**config.mk**
```make
export PLATFORM = sky130hd
export DESIGN_NAME = matrix_mult_nxn
export DESIGN_NICKNAME = d
export VERILOG_FILES = /design/src/rtl/matrix_pkg.sv /design/src/rtl/matrix_mac_unit.sv /design/src/rtl/matrix_mult_nxn.sv
export SDC_FILE = /design/constraint.sdc
export NUM_CORES = 2
export LEC_CHECK = 0
export CAP_MARGIN = 20
export CELL_PAD_IN_SITES_DETAIL_PLACEMENT = 1
export CELL_PAD_IN_SITES_GLOBAL_PLACEMENT = 2
export CORE_MARGIN = 4
export CORE_UTILIZATION = 36
export DETAILED_ROUTE_END_ITERATION = 7
export PLACE_DENSITY = 0.86
export SKIP_LAST_GASP = 1
export SYNTH_ARGS = -nofsm -noshare
export SYNTH_HDL_FRONTEND = slang
export SYNTH_SLANG_ARGS = --single-unit
```
**constraint.sdc**
```tcl
create_clock -name clk -period 6.91 [get_ports clk]
set_input_delay 0.691 -clock clk [delete_from_list [all_inputs] [get_ports clk]]
set_output_delay 0.691 -clock clk [all_outputs]
set_load 0.01 [all_outputs]
```
**src/rtl/matrix_pkg.sv**
```systemverilog
// Shared types and width helpers for the NxN matrix multiplier.
package matrix_pkg;

    typedef enum logic [1:0] {IDLE, LOAD, COMPUTE, DRAIN} state_t;

    // Result width wide enough that a sum of N full-scale products cannot overflow.
    function automatic int acc_width(input int n, input int dw);
        return 2 * dw + $clog2(n);
    endfunction

    function automatic int idx_width(input int range);
        return (range > 1) ? $clog2(range) : 1;
    endfunction

endpackage

```
**src/rtl/matrix_mac_unit.sv**
```systemverilog
// Registered multiply-accumulate; sum is the value the accumulator takes at the next edge.
module matrix_mac_unit
    import matrix_pkg::*;
#(
    parameter int DW = 16,
    parameter int AW = 33
) (
    input  logic          clk,
    input  logic          rst,
    input  logic          en,
    input  logic          clr_acc,
    input  logic          signed_mode,
    input  logic [DW-1:0] a,
    input  logic [DW-1:0] b,
    output logic [AW-1:0] sum
);

    logic signed [AW-1:0] a_x;
    logic signed [AW-1:0] b_x;
    logic        [AW-1:0] acc_q;
    logic        [AW-1:0] acc_d;

    // One extra MSB selects sign- or zero-extension from a single signed multiply.
    always_comb begin
        a_x   = AW'($signed({signed_mode & a[DW-1], a}));
        b_x   = AW'($signed({signed_mode & b[DW-1], b}));
        sum   = (clr_acc ? '0 : acc_q) + AW'(a_x * b_x);
        acc_d = en ? sum : acc_q;
    end

    // NOTE: sequential state uses <= so every flop samples pre-edge values.
    always_ff @(posedge clk) begin
        if (rst) acc_q <= '0;
        else     acc_q <= acc_d;
    end

endmodule

```
**src/rtl/matrix_mult_nxn.sv**
```systemverilog
// NxN integer matrix multiplier: streams A then B in, one MAC per cycle, streams C out.
module matrix_mult_nxn
    import matrix_pkg::*;
#(
    parameter  int N  = 2,
    parameter  int DW = 16,
    localparam int AW = acc_width(N, DW)
) (
    input  logic          clk,
    input  logic          rst,
    input  logic          in_valid,
    output logic          in_ready,
    input  logic [DW-1:0] in_data,
    input  logic          in_signed,
    output logic          out_valid,
    input  logic          out_ready,
    output logic [AW-1:0] out_data,
    output logic          out_last,
    output logic          busy
);

    localparam int NN = N * N;
    localparam int IW = idx_width(N);
    localparam int EW = idx_width(NN);
    localparam int BW = idx_width(2 * NN);

    state_t        state_q, state_d;
    logic [BW-1:0] beat_q, beat_d;
    logic [IW-1:0] i_q, i_d, j_q, j_d, k_q, k_d;
    logic [EW-1:0] r_q, r_d;
    logic          signed_q, signed_d;
    logic [DW-1:0] a_buf_q [NN];
    logic [DW-1:0] a_buf_d [NN];
    logic [DW-1:0] b_buf_q [NN];
    logic [DW-1:0] b_buf_d [NN];
    logic [AW-1:0] c_buf_q [NN];
    logic [AW-1:0] c_buf_d [NN];

    logic          in_fire;
    logic          out_fire;
    logic          last_mac;
    logic [EW-1:0] a_idx;
    logic [EW-1:0] b_idx;
    logic [EW-1:0] c_idx;
    logic [AW-1:0] mac_sum;

    assign in_ready  = (state_q == IDLE) || (state_q == LOAD);
    assign out_valid = (state_q == DRAIN);
    assign out_last  = out_valid && (int'(r_q) == NN - 1);
    assign out_data  = out_valid ? c_buf_q[r_q] : '0;
    assign busy      = (state_q != IDLE);

    assign in_fire  = in_valid && in_ready;
    assign out_fire = out_valid && out_ready;
    assign last_mac = (int'(i_q) == N - 1) && (int'(j_q) == N - 1) && (int'(k_q) == N - 1);
    assign a_idx    = EW'(int'(i_q) * N + int'(k_q));
    assign b_idx    = EW'(int'(k_q) * N + int'(j_q));
    assign c_idx    = EW'(int'(i_q) * N + int'(j_q));

    matrix_mac_unit #(.DW(DW), .AW(AW)) u_mac (
        .clk         (clk),
        .rst         (rst),
        .en          (state_q == COMPUTE),
        .clr_acc     (k_q == '0),
        .signed_mode (signed_q),
        .a           (a_buf_q[a_idx]),
        .b           (b_buf_q[b_idx]),
        .sum         (mac_sum)
    );

    // NOTE: every _d starts as a copy of its _q, so no branch can leave one unassigned (no latches).
    always_comb begin
        state_d  = state_q;
        beat_d   = beat_q;
        i_d      = i_q;
        j_d      = j_q;
        k_d      = k_q;
        r_d      = r_q;
        signed_d = signed_q;
        a_buf_d  = a_buf_q;
        b_buf_d  = b_buf_q;
        c_buf_d  = c_buf_q;

        case (state_q)
            IDLE, LOAD: begin
                if (in_fire) begin
                    if (state_q == IDLE) signed_d = in_signed;
                    if (int'(beat_q) < NN) a_buf_d[EW'(beat_q)] = in_data;
                    else                   b_buf_d[EW'(int'(beat_q) - NN)] = in_data;
                    if (int'(beat_q) == 2 * NN - 1) begin
                        beat_d  = '0;
                        state_d = COMPUTE;
                    end else begin
                        beat_d  = beat_q + BW'(1);
                        state_d = LOAD;
                    end
                end
            end

            COMPUTE: begin
                // Loop order i, j, k; the final k-step commits the running sum to C[i][j].
                if (int'(k_q) == N - 1) begin
                    c_buf_d[c_idx] = mac_sum;
                    k_d            = '0;
                    if (int'(j_q) == N - 1) begin
                        j_d = '0;
                        i_d = (int'(i_q) == N - 1) ? '0 : i_q + IW'(1);
                    end else begin
                        j_d = j_q + IW'(1);
                    end
                end else begin
                    k_d = k_q + IW'(1);
                end
                if (last_mac) state_d = DRAIN;
            end

            DRAIN: begin
                if (out_fire) begin
                    if (int'(r_q) == NN - 1) begin
                        r_d     = '0;
                        state_d = IDLE;
                    end else begin
                        r_d = r_q + EW'(1);
                    end
                end
            end

            default: state_d = IDLE;
        endcase
    end

    always_ff @(posedge clk) begin
        if (rst) begin
            state_q  <= IDLE;
            beat_q   <= '0;
            i_q      <= '0;
            j_q      <= '0;
            k_q      <= '0;
            r_q      <= '0;
            signed_q <= 1'b0;
            // NOTE: the operand/result buffers are cleared on reset because reset defines them as zero.
            for (int e = 0; e < NN; e++) begin
                a_buf_q[e] <= '0;
                b_buf_q[e] <= '0;
                c_buf_q[e] <= '0;
            end
        end else begin
            state_q  <= state_d;
            beat_q   <= beat_d;
            i_q      <= i_d;
            j_q      <= j_d;
            k_q      <= k_d;
            r_q      <= r_d;
            signed_q <= signed_d;
            a_buf_q  <= a_buf_d;
            b_buf_q  <= b_buf_d;
            c_buf_q  <= c_buf_d;
        end
    end

endmodule

```
==> results.md <==
- Final non-filler cell total: 4,054
- CTS root buffer: clkbuf_16
- Area grow syn2layout: 23.0%
- First-pass GRT wire length: 132 mm
- Vias in the first global route: 23,400
- H-Tree Depth: 2
- Chip Height: 272 um
- Reg clk slew, reported paths: 0.06 ns
- Fmax: 143 MHz
- CTS tree: done
- RSZ-0062 raised after global routing: true
- Period utilization: 1.01
- Inst Count DP: 3,922
- Fin Clk Skew: 0.0219 ns
- Drc violations: 0
- Top post-synthesis cells by area: fa_1, dfxtp_1, nand2_1, inv_1, a21oi_1
- Grt total ovfl: 0
- Failing checks: setup timing
- CP Launch Type: register
- Core area: 68,800 um^2
- Diodes inserted: 0
- CTS max path bufs: 3
- Cell taking the most area after synthesis: fa_1
- Syn nets: 3,345
- Share of layout cells above drive strength 1: 0.207
- # IOs: 58
- Net count, final: 3,554
- Arrival @ worst endpoint: 7.43 ns
- Initial DRC count: 1,194
- Rows: 96
- Crit. path cell count: 26
- Setup ws final: -0.0648 ns
- Initial Util: 0.364
- DR pass1 iterations: 5
- Post-Route WL: 86.7 mm
- Final Critical Period: 6.97 ns
- Worst Setup EP: c_buf_q[32]
- Sequential share of the synthesized area: 0.243
- Hpwl dp: 62.8 mm
- Final Setup Violations: 13
- Most frequent cells in the layout: nand2_1, inv_1, fa_1
- R2R Path End: c_buf_q[32]
- Largest net degree at the start of global routing: 192
- CTS Sinks: 304
- Worst Hold Class: register to register
- Async set-or-reset flop fraction in the synthesized netlist: 0
- Fill cell count: 7,897
- Die ar.: 74,000 um^2
- Routed length per instance: 21.4 um
- CP top delay family: adder cells
- CP required: 7.36 ns
- Post-synth EDFFs: 0
- Peak VDD IR: 143 uV
- GP Congestion: 0.909
- CP bufs+invs: 9
- Critical path class: register to register
- CTS Buf Count: 35
- Most common cell after layout, fill and taps aside: nand2_1
- Top FF cell, synth: dfxtp_1
- Syn. warnings: 0
- Worst-Skew Late Latency: 0.55 ns
- Slew margin rel.: 0.210
- Hold_sp: u_mac.acc_q[2]
- Util after Layout: 0.448
- Via count: 20,800
- Count of cell types in the netlist: 64
- TNS Setup: -0.422 ns
- Antenna violations before repair: 0
- Leak Pwr: 12.8 nW
- Flop-to-flop setup slack: -0.06 ns
- Worst setup path startpoint: k_q
- Final ANT Viol Nets: 0
- Die Wd: 272 um
- Yosys reg bits: 304
- Setup crit end kind: register
- Top-area cell type share of the netlist area: 0.263
- Worst Tran Pin Value: 1.18 ns
- Final Hold Violating Endpoints: 0
- Reg2Reg Depth: 26
- Synth Area per Inst: 8.68 um^2
- Worst r2r src: k_q
- PortBufs: 57
- Via density per instance: 5.13
- Critical Path Slowest Stage Cell: fa_1
- Power consumption: 3.87 mW
- Power Density: 126 nW/um^2
- Post-Syn Area: 25,100 um^2
- Total track usage: 0.227
- Status: finished, violations left
- Max Slew Vio Count: 0
- Dpl ws: -0.422 ns
- Mapped Cells: 2,888
- Crit-path max cell delay: 0.54 ns
- Max Cap Viol: 0
- Critical Path Fanout Max: 8
logic make-up (layout without fill, tap and decap cells):
family                   after synthesis  after routing  synth area share
AO/OA/AOI/OAI                        392            392            0.0874
flip-flops                           304            304             0.243
adder cells (fa/ha/maj)              436            436             0.316
AND/OR/NAND/NOR                     1045           1045             0.186
multiplexers                          75             76            0.0597
XOR/XNOR                              41             41            0.0143
buffers and inverters                595            829            0.0932
sequential cells by signal, indices dropped and copies added (netlist names):
name,count
j_q,1
c_buf_q,132
b_buf_q,64
u_mac.acc_q,33
state_q,2
k_q,1
signed_q,1
a_buf_q,64
r_q,2
i_q,1
beat_q,3
worst min-delay path by stage:
stage,slack [ns],end,cells past startpoint
floorplan,0.43,u_mac.acc_q[0],2
global placement,0.44,a_buf_q[11],2
detailed placement,0.45,a_buf_q[26],2
CTS,0.45,u_mac.acc_q[2],2
global route,0.47,u_mac.acc_q[6],2
finish,0.45,u_mac.acc_q[2],2
final cells by class:
cell class / count / area, um^2 / share of cell area
Clock inverter: 11 / 106 / 0.00345
Tap cell: 931 / 1160 / 0.0378
Clock buffer: 52 / 1040 / 0.0338
Timing Repair Buffer: 340 / 3150 / 0.102
Multi-Input combinational cell: 1990 / 17700 / 0.574
Sequential cell: 304 / 6090 / 0.198
Inverter: 426 / 1600 / 0.0518
routing by layer:
metal / up-vias / wire length (um) / part of all wire / global-route usage
met5: - / 0 / 0 / 0
met4: 0 / 2720 / 0.031 / 0.0698
met3: 122 / 3010 / 0.035 / 0.0224
met2: 413 / 44900 / 0.52 / 0.415
met1: 10800 / 36100 / 0.42 / 0.283
li1: 9421 / - / - / -
worst min-delay path, cell delays in order, from the launching register on:
cell and delay [ns]:
dfxtp_1 0.31, nand2_1 0.05, a21oi_1 0.05
power breakdown:
group / switching, mW / internal, mW / leakage, nW / total, mW
sequential: 0.00941 / 1.77 / 2.45 / 1.78
combinational: 0.149 / 0.0698 / 9.80 / 0.218
clock: 0.790 / 1.09 / 0.569 / 1.88
Yosys cell counts, types with 2 or more instances:
master         number
a211oi_1           13
a211oi_2            2
a21o_1              5
a21oi_1           275
a21oi_2             6
a311oi_1            3
a31oi_1             3
and2_1            141
and3_1              9
buf_1              10
buf_2               7
buf_4              17
buf_6               2
clkbuf_1          126
clkbuf_2            5
dfxtp_1           304
dlygate4sd1_1       2
fa_1              330
ha_1              106
inv_1             426
mux2_2              7
mux2i_1             9
mux4_2             59
nand2_1           642
nand2b_1           13
nand3_1            18
nand3b_1           32
nor2_1            116
nor2b_1            27
nor3_1             16
o2111a_1            2
o211ai_1            3
o21a_1              9
o21ai_0            47
o21ai_1             3
o21bai_1            3
o311ai_0            6
or2_2               8
or3_1               7
or4_1               6
xnor2_1            30
xor2_1             11
through the flow:
step	instance area, um^2	hold WS [ns]
4_1_cts	29600	0.455
3_3_place_gp	27900	0.439
6_report	30800	0.452
5_1_grt	30800	0.470
2_1_floorplan	25100	0.432
3_5_place_dp	27900	0.446
what timing repair did:
action / CTS / global route
pin swaps: 56 / 132
endpoints found under the hold margin: 0 / 0
hold buffers: 0 / 0
resized for setup: 88 / 229
endpoints found under the setup margin: 78 / 93
cloned: 2 / 2
setup buffers: 28 / 42
Note: power is estimated with default switching activity, not from simulation.
